### src/rtl/alu_instr_sequencer_pkg.sv
// Shared constants for the ALU instruction sequencer: opcodes, ALU codes,
// FSM states and instruction field positions.
package alu_instr_sequencer_pkg;

  localparam logic [3:0] InsADD  = 4'h0;
  localparam logic [3:0] InsSUB  = 4'h1;
  localparam logic [3:0] InsSLTI = 4'h2;
  localparam logic [3:0] InsAND  = 4'h3;
  localparam logic [3:0] InsOR   = 4'h4;
  localparam logic [3:0] InsXOR  = 4'h5;
  localparam logic [3:0] InsANDI = 4'h6;
  localparam logic [3:0] InsORI  = 4'h7;
  localparam logic [3:0] InsXORI = 4'h8;
  localparam logic [3:0] InsADDI = 4'h9;
  localparam logic [3:0] InsSUBI = 4'hA;

  localparam logic [3:0] ALUADD = 4'd0;
  localparam logic [3:0] ALUSUB = 4'd1;
  localparam logic [3:0] ALUSLT = 4'd2;
  localparam logic [3:0] ALUAND = 4'd3;
  localparam logic [3:0] ALUOR  = 4'd4;
  localparam logic [3:0] ALUXOR = 4'd5;

  localparam int OpcLo  = 12;
  localparam int DstLo  = 8;
  localparam int RegbLo = 4;
  localparam int RegaLo = 0;

  typedef enum logic [1:0] {
    StIdle = 2'd0,
    StRead = 2'd1,
    StExec = 2'd2,
    StWb   = 2'd3
  } state_e;

endpackage

### src/rtl/alu_instr_sequencer_decode.sv
// Combinational opcode lookup: immediate select, ALU code and illegal flag.
module alu_instr_decode
  import alu_instr_sequencer_pkg::*;
(
  input  logic [3:0] opcode_i,
  output logic       is_imm_o,
  output logic [3:0] alu_op_o,
  output logic       illegal_o
);

  // NOTE: every output gets a default before the case so no path can infer a latch.
  always_comb begin
    is_imm_o  = 1'b0;
    alu_op_o  = ALUADD;
    illegal_o = 1'b0;
    case (opcode_i)
      InsADD:  alu_op_o = ALUADD;
      InsSUB:  alu_op_o = ALUSUB;
      InsSLTI: begin is_imm_o = 1'b1; alu_op_o = ALUSLT; end
      InsAND:  alu_op_o = ALUAND;
      InsOR:   alu_op_o = ALUOR;
      InsXOR:  alu_op_o = ALUXOR;
      InsANDI: begin is_imm_o = 1'b1; alu_op_o = ALUAND; end
      InsORI:  begin is_imm_o = 1'b1; alu_op_o = ALUOR;  end
      InsXORI: begin is_imm_o = 1'b1; alu_op_o = ALUXOR; end
      InsADDI: begin is_imm_o = 1'b1; alu_op_o = ALUADD; end
      InsSUBI: begin is_imm_o = 1'b1; alu_op_o = ALUSUB; end
      default: illegal_o = 1'b1;
    endcase
  end

endmodule

### src/rtl/alu_instr_sequencer.sv
// Four-cycle control unit: accept, read operands, execute, write back.
module alu_instr_sequencer
  import alu_instr_sequencer_pkg::*;
#(
  parameter int DATA_W = 16,
  parameter int CNT_W  = 16
) (
  input  logic              CLK,
  input  logic              RST_N,
  input  logic              instr_valid,
  output logic              instr_ready,
  input  logic [15:0]       instr,
  output logic [3:0]        rf_raddr_a,
  output logic [3:0]        rf_raddr_b,
  input  logic [DATA_W-1:0] rf_rdata_a,
  input  logic [DATA_W-1:0] rf_rdata_b,
  output logic [3:0]        alu_op,
  output logic [DATA_W-1:0] alu_a,
  output logic [DATA_W-1:0] alu_b,
  input  logic [DATA_W-1:0] alu_result,
  output logic              rf_we,
  output logic [3:0]        rf_waddr,
  output logic [DATA_W-1:0] rf_wdata,
  output logic              busy,
  output logic              illegal,
  output logic [CNT_W-1:0]  retired
);

  state_e              state_q, state_d;
  logic [15:0]         instr_q;
  logic [3:0]          raddr_a_q, raddr_b_q, alu_op_q;
  logic                is_imm_q, illegal_q;
  logic [DATA_W-1:0]   alu_a_q, alu_b_q;
  logic [CNT_W-1:0]    retired_q;
  logic                accept;
  logic                dec_is_imm, dec_illegal;
  logic [3:0]          dec_alu_op;

  alu_instr_decode u_decode (
    .opcode_i  (instr_q[OpcLo +: 4]),
    .is_imm_o  (dec_is_imm),
    .alu_op_o  (dec_alu_op),
    .illegal_o (dec_illegal)
  );

  // Ready is masked by reset so nothing is accepted while the block is held.
  assign instr_ready = RST_N && (state_q == StIdle);
  assign accept      = instr_valid && instr_ready;

  always_comb begin
    state_d = state_q;
    case (state_q)
      StIdle:  if (accept) state_d = StRead;
      StRead:  state_d = StExec;
      StExec:  state_d = illegal_q ? StIdle : StWb;
      StWb:    state_d = StIdle;
      default: state_d = StIdle;
    endcase
  end

  // NOTE: sequential state uses non-blocking assignments; every register,
  // including the datapath operands, is cleared by the async reset.
  always_ff @(posedge CLK or negedge RST_N) begin
    if (!RST_N) begin
      state_q   <= StIdle;
      instr_q   <= '0;
      raddr_a_q <= '0;
      raddr_b_q <= '0;
      alu_op_q  <= '0;
      is_imm_q  <= 1'b0;
      illegal_q <= 1'b0;
      alu_a_q   <= '0;
      alu_b_q   <= '0;
      retired_q <= '0;
    end else begin
      state_q <= state_d;
      if (accept) begin
        instr_q   <= instr;
        raddr_a_q <= instr[RegaLo +: 4];
        raddr_b_q <= instr[RegbLo +: 4];
      end
      if (state_q == StRead) begin
        alu_op_q  <= dec_alu_op;
        is_imm_q  <= dec_is_imm;
        illegal_q <= dec_illegal;
      end
      // Operands are captured before write-back, so DST may alias REGA/REGB.
      if (state_q == StExec && !illegal_q) begin
        alu_a_q <= rf_rdata_a;
        alu_b_q <= is_imm_q ? {{(DATA_W-4){1'b0}}, instr_q[RegbLo +: 4]} : rf_rdata_b;
      end
      if (state_q == StWb) retired_q <= retired_q + CNT_W'(1);
    end
  end

  assign rf_raddr_a = raddr_a_q;
  assign rf_raddr_b = raddr_b_q;
  assign alu_op     = alu_op_q;
  assign alu_a      = alu_a_q;
  assign alu_b      = alu_b_q;
  assign rf_we      = (state_q == StWb);
  assign rf_waddr   = instr_q[DstLo +: 4];
  assign rf_wdata   = rf_we ? alu_result : '0;
  assign busy       = (state_q != StIdle);
  assign illegal    = (state_q == StExec) && illegal_q;
  assign retired    = retired_q;

endmodule

### config.mk
export PLATFORM = sky130hd
export DESIGN_NAME = alu_instr_sequencer
export DESIGN_NICKNAME = d
export VERILOG_FILES = /design/src/rtl/alu_instr_sequencer_pkg.sv /design/src/rtl/alu_instr_sequencer_decode.sv /design/src/rtl/alu_instr_sequencer.sv
export SDC_FILE = /design/constraint.sdc
export NUM_CORES = 1
export LEC_CHECK = 0
export CAP_MARGIN = 20
export CORE_MARGIN = 1
export CORE_UTILIZATION = 40
export DETAILED_ROUTE_END_ITERATION = 10
export GPL_TIMING_DRIVEN = 0
export PLACE_DENSITY_LB_ADDON = 0.1
export SLEW_MARGIN = 0
export SYNTH_ARGS = -nofsm -noshare
export SYNTH_HDL_FRONTEND = slang
export SYNTH_SLANG_ARGS = --single-unit
### constraint.sdc
create_clock -name CLK -period 3.23 [get_ports CLK]
set_clock_uncertainty 0.15 [all_clocks]
set_input_delay 0.8075 -clock CLK [delete_from_list [all_inputs] [get_ports CLK]]
set_output_delay 0.8075 -clock CLK [all_outputs]
set_load 0.1 [all_outputs]
After elaboration in Yosys (flattened, before gate mapping)
Index checks and enable logic that the tools add are counted.
{ "word_totals": {"regBits": 80, "in_bits": 67, "output_inout_bits": 84, "elab_cells": 47} }
{ "classes": {"n_addsub": 1, "n_eq_ne": 14, "n_mux": 8, "n_reduce_logical": 14} }
{ "ops": {"columns": ["operator", "count"], "rows": [
  ["$mux W16", 2],
  ["$add A16 B1 Y16 const B", 1],
  ["$eq A4 B3 Y1 const B", 4],
  ["$pmux W3 S5", 1],
  ["$eq A4 B4 Y1 const B", 3],
  ["$reduce_or A11 Y1", 1],
  ["$eq A4 B2 Y1 const B", 2],
  ["$pmux W2 S4", 1],
  ["$reduce_or A2 Y1", 4],
  ["$reduce_or A6 Y1", 1],
  ["$eq A2 B2 Y1 const B", 2],
  ["$eq A4 B1 Y1 const B", 1],
  ["$logic_and A1 B1 Y1", 4],
  ["$logic_not A4 Y1", 1],
  ["$mux W2", 2],
  ["$eq A2 B1 Y1 const B", 1],
  ["$logic_not A2 Y1", 1],
  ["$mux W1", 2],
  ["$ne A2 B2 Y1 const B", 1],
  ["$reduce_bool A2 Y1", 1],
  ["$logic_not A1 Y1", 1]
]} }

Longest topological paths before layout
{ "logic_depth": {"ltp_word": 5, "depth_mapped": 6, "depth_no_buf": 5} }

Modules after synthesis
From an unflattened synthesis, not the netlist that was laid out.
{ "unflattened": {"hier_cells": 306, "hier_area_um2": 3385.7} }
{ "modules_own_cells": {"columns": ["mod", "instances", "cells_each", "area_each_um2", "seq_area_each_um2"], "rows": [
  ["alu_instr_sequencer", 1, 289, 3260.6, 1801.7],
  ["alu_instr_decode", 1, 17, 125.1, 0.0]
]} }

Least setup slack after synthesis
OpenSTA, ideal clock, no wires.
{ "synth_path": {"kind": "input port to output port", "from": "input port alu_result[0]", "to": "output port rf_wdata[0]", "t_arrival_ns": 1.586, "t_required_ns": 2.273, "slack_ns": 0.687, "path_stages": 1, "path_buffers": 0, "path_cell_list": "and3_1"} }
{ "synth_between": {"elab_chain_len": 1} }
{ "synth_lines": {"columns": ["item", "line_no", "text"], "rows": [
  ["from (decl)", "alu_instr_sequencer.sv:20", "input logic [DATA_W-1:0] alu_result,"],
  ["$mux W16", "alu_instr_sequencer.sv:103", "assign rf_wdata = rf_we ? alu_result : '0;"],
  ["to (decl)", "alu_instr_sequencer.sv:23", "output logic [DATA_W-1:0] rf_wdata,"]
]} }
No other way between the ends.

Final worst setup path
{ "layout_path": {"from": "input port alu_result[2]", "to": "output port rf_wdata[2]"} }
The elaborated chain is that of the path after synthesis.

==> metrics.cfg <==
[placed_design]
port_buffers = 149
dpl-instance-area_um2 = 4900
gp_congestion = 0.745
dp_hpwl_mm = 5.67
dpl.cell_count = 560

[grt]
grt_use_met3 = 0.0506
grt_max_degree = 70
track_usage = 0.194
grtUsageMet1 = 0.244
grt_overflow_total = 0
grt_pass1_wl_mm = 12.8
use_met2 = 0.317
top_usage_layer = met2
grt_pass1_vias = 2657
antenna_found_initial = 0

[yosys]
syn_nets = 376
avgSynthCellArea_um2 = 10.6
ys_top_cells_by_area = dfrtp_1, nand2_1, mux2_4, and3_1, buf_4
synth_edf_count = 0
synth_top_area_frac = 0.546
synth_cells = 308
yosys_register_bits = 71
yosysWarnings = 0
yosysMostFrequentCell = nand2_1
syn_area_um2 = 3260
ys_top_cells_by_count = nand2_1, dfrtp_1, and3_1
ys_types = 36
synth_flop_cell = dfrtp_1
synth-seq-area-share = 0.546
async_flop_share = 1.00
synth_top_area_cell = dfrtp_1

[floorplanning]
core_area_um2 = 7810
start_util = 0.417
die_width_um = 92.2
pin_count = 151
dieHeight_um = 92.2
dieArea_um2 = 8510
fp-row-count = 32

[sta]
relSlewSlack = 0.336
period_share = 0.993
rsz0062_at_grt = no
tns_ns = 0
max_slew.worst_pin.slew_ns = 0.993
setup_viol = 0
period_needed_ns = 3.21
hold_violations = 0
fmax_ghz = 0.312
drv_slew = 0

[run]
drv_cap = 0

[setup_path]
end_kind = output pin
path_class = in -> out
slowest_delay_ns = 0.82
rr_worst_depth = 5
worstPathCellList = clkdlybuf4s50_1 > and3_1 > clkdlybuf4s15_1
worst-r2r-setup-slack_ns = 1.49
path_depth = 3
crit_path_max_fanout = 1
path_buf_inv = 2
startpoint_type = primary input
cp.arrival_ns = 2.25
crit_slowest_cell = clkdlybuf4s15_1
required_ns = 2.27
crit_family = buffers and inverters

[finish]
stdcell_count = 575
nets = 537
design_area_um2 = 5060
fin_util = 0.649
antennaDiodeCount = 0
area_growth_pct = 55.5
layout-drive-gt1-share = 0.169

[cts]
cts.sinks = 71
clkTransAtPathRegs_ns = 0.07
clockBufferDepth = 2
cts-buffers-inserted = 9
clk_latency_ns = 0.34
cts_tree = built
root_buffer = clkbuf_8
post_cts_buffers = 0
htreeDepth = 3

[route]
drc_errors = 0
antenna_left = 0
first_iter_violations = 92
via_count = 2677
drt_first_pass_iters = 4
wl_mm = 7.68
vias_per_cell = 4.66
detail_route.wl_per_cell_um = 13.4

[outcome]
status = finished clean

[worst_hold_path]
hp-class = in -> async

-- metrics by stage --
step                      hold slack, ns  setup slack [ns]
after floorplan                    0.332             0.687
final                              0.115            0.0241
after global placement             0.298             -3.05
after CTS                         0.0982          0.000391
after global routing               0.101           0.00464
after detailed placement           0.311            -0.361
-- area by class of cell --
| class | count | area (µm²) |
|---|---|---|
| Timing Repair Buffer | 150 | 1500 |
| Clock buffer | 12 | 165 |
| Sequential cell | 71 | 1780 |
| Clock inverter | 3 | 17.5 |
| Buffer | 30 | 205 |
| Inverter | 2 | 7.51 |
| Fill cell | 668 | 2740 |
| Tap cell | 102 | 128 |
| Multi-Input combinational cell | 205 | 1270 |
-- worst reg2reg max path: stages (launching register included) --
cell	delay (ns)
dfrtp_1	0.44
nor2_1	0.24
and3_1	0.21
buf_6	0.15
buf_12	0.15
mux2_4	0.30
-- per-layer routing --
metal,routed length [µm],vias up
li1,-,1319
met1,3350,1271
met2,3740,79
met3,479,8
met4,103,0
met5,0,-
-- cells in the final DEF, fill, tap and decap left out, types with 2 or more instances in the layout --
cell             count
dfrtp_1             71
xnor2_1             11
inv_1                2
clkbuf_2             6
clkdlybuf4s50_1    129
a21oi_1              2
and3_1              20
o21ai_0              9
mux2_4               9
clkinv_2             2
dlygate4sd2_1        4
nand4_1              4
xor2_1               5
or3b_1               2
buf_2                6
clkdlybuf4s15_1      2
nor3_2               2
nand3b_1            13
nand2b_1             2
clkdlybuf4s15_2      8
clkbuf_8            12
buf_4               17
nand2_1             91
nand3_1              4
mux2i_1              4
nor2_1               6
mux2_2               9
clkbuf_1             5
-- path summary, 6_finish.rpt --
path	start	endpoint
setup / recovery	alu_result[2]	rf_wdata[2]
hold / removal	RST_N	retired[7]$_DFFE_PN0P_
setup reg to reg	state_q[0]$_DFFE_PN0P_	instr_q[9]$_DFFE_PN0P_
hold reg to reg	retired[15]$_DFFE_PN0P_	retired[15]$_DFFE_PN0P_
max in group asynchronous	RST_N	state_q[1]$_DFFE_PN0P_
min in group CLK	retired[15]$_DFFE_PN0P_	retired[15]$_DFFE_PN0P_
-- registers in the layout (all words and copies together) (netlist names) --
| register | count |
|---|---|
| state_q | 2 |
| alu_b | 16 |
| instr_q | 16 |
| alu_a | 16 |
| retired | 16 |
| alu_op | 3 |
| is_imm_q | 1 |
| illegal_q | 1 |
-- kinds of logic after synthesis --
group / count (synthesis) / share of synthesized area
AO/OA/AOI/OAI: 12 / 0.0184
flip-flops: 71 / 0.546
other: 1 / 0.00115
buffers and inverters: 32 / 0.0653
multiplexers: 22 / 0.0849
adder cells (fa/ha/maj): 1 / 0.00384
AND/OR/NAND/NOR: 153 / 0.238
XOR/XNOR: 16 / 0.0430
-- timing repair --
item / in CTS / in global routing
gates resized for setup: 39 / 8
setup endpoints to repair: 19 / 6
hold buffers: 0 / 0
Power is left out: the tool's default activity adds up to more than one toggle a clock period on the data nets, which glitch-free logic cannot reach.
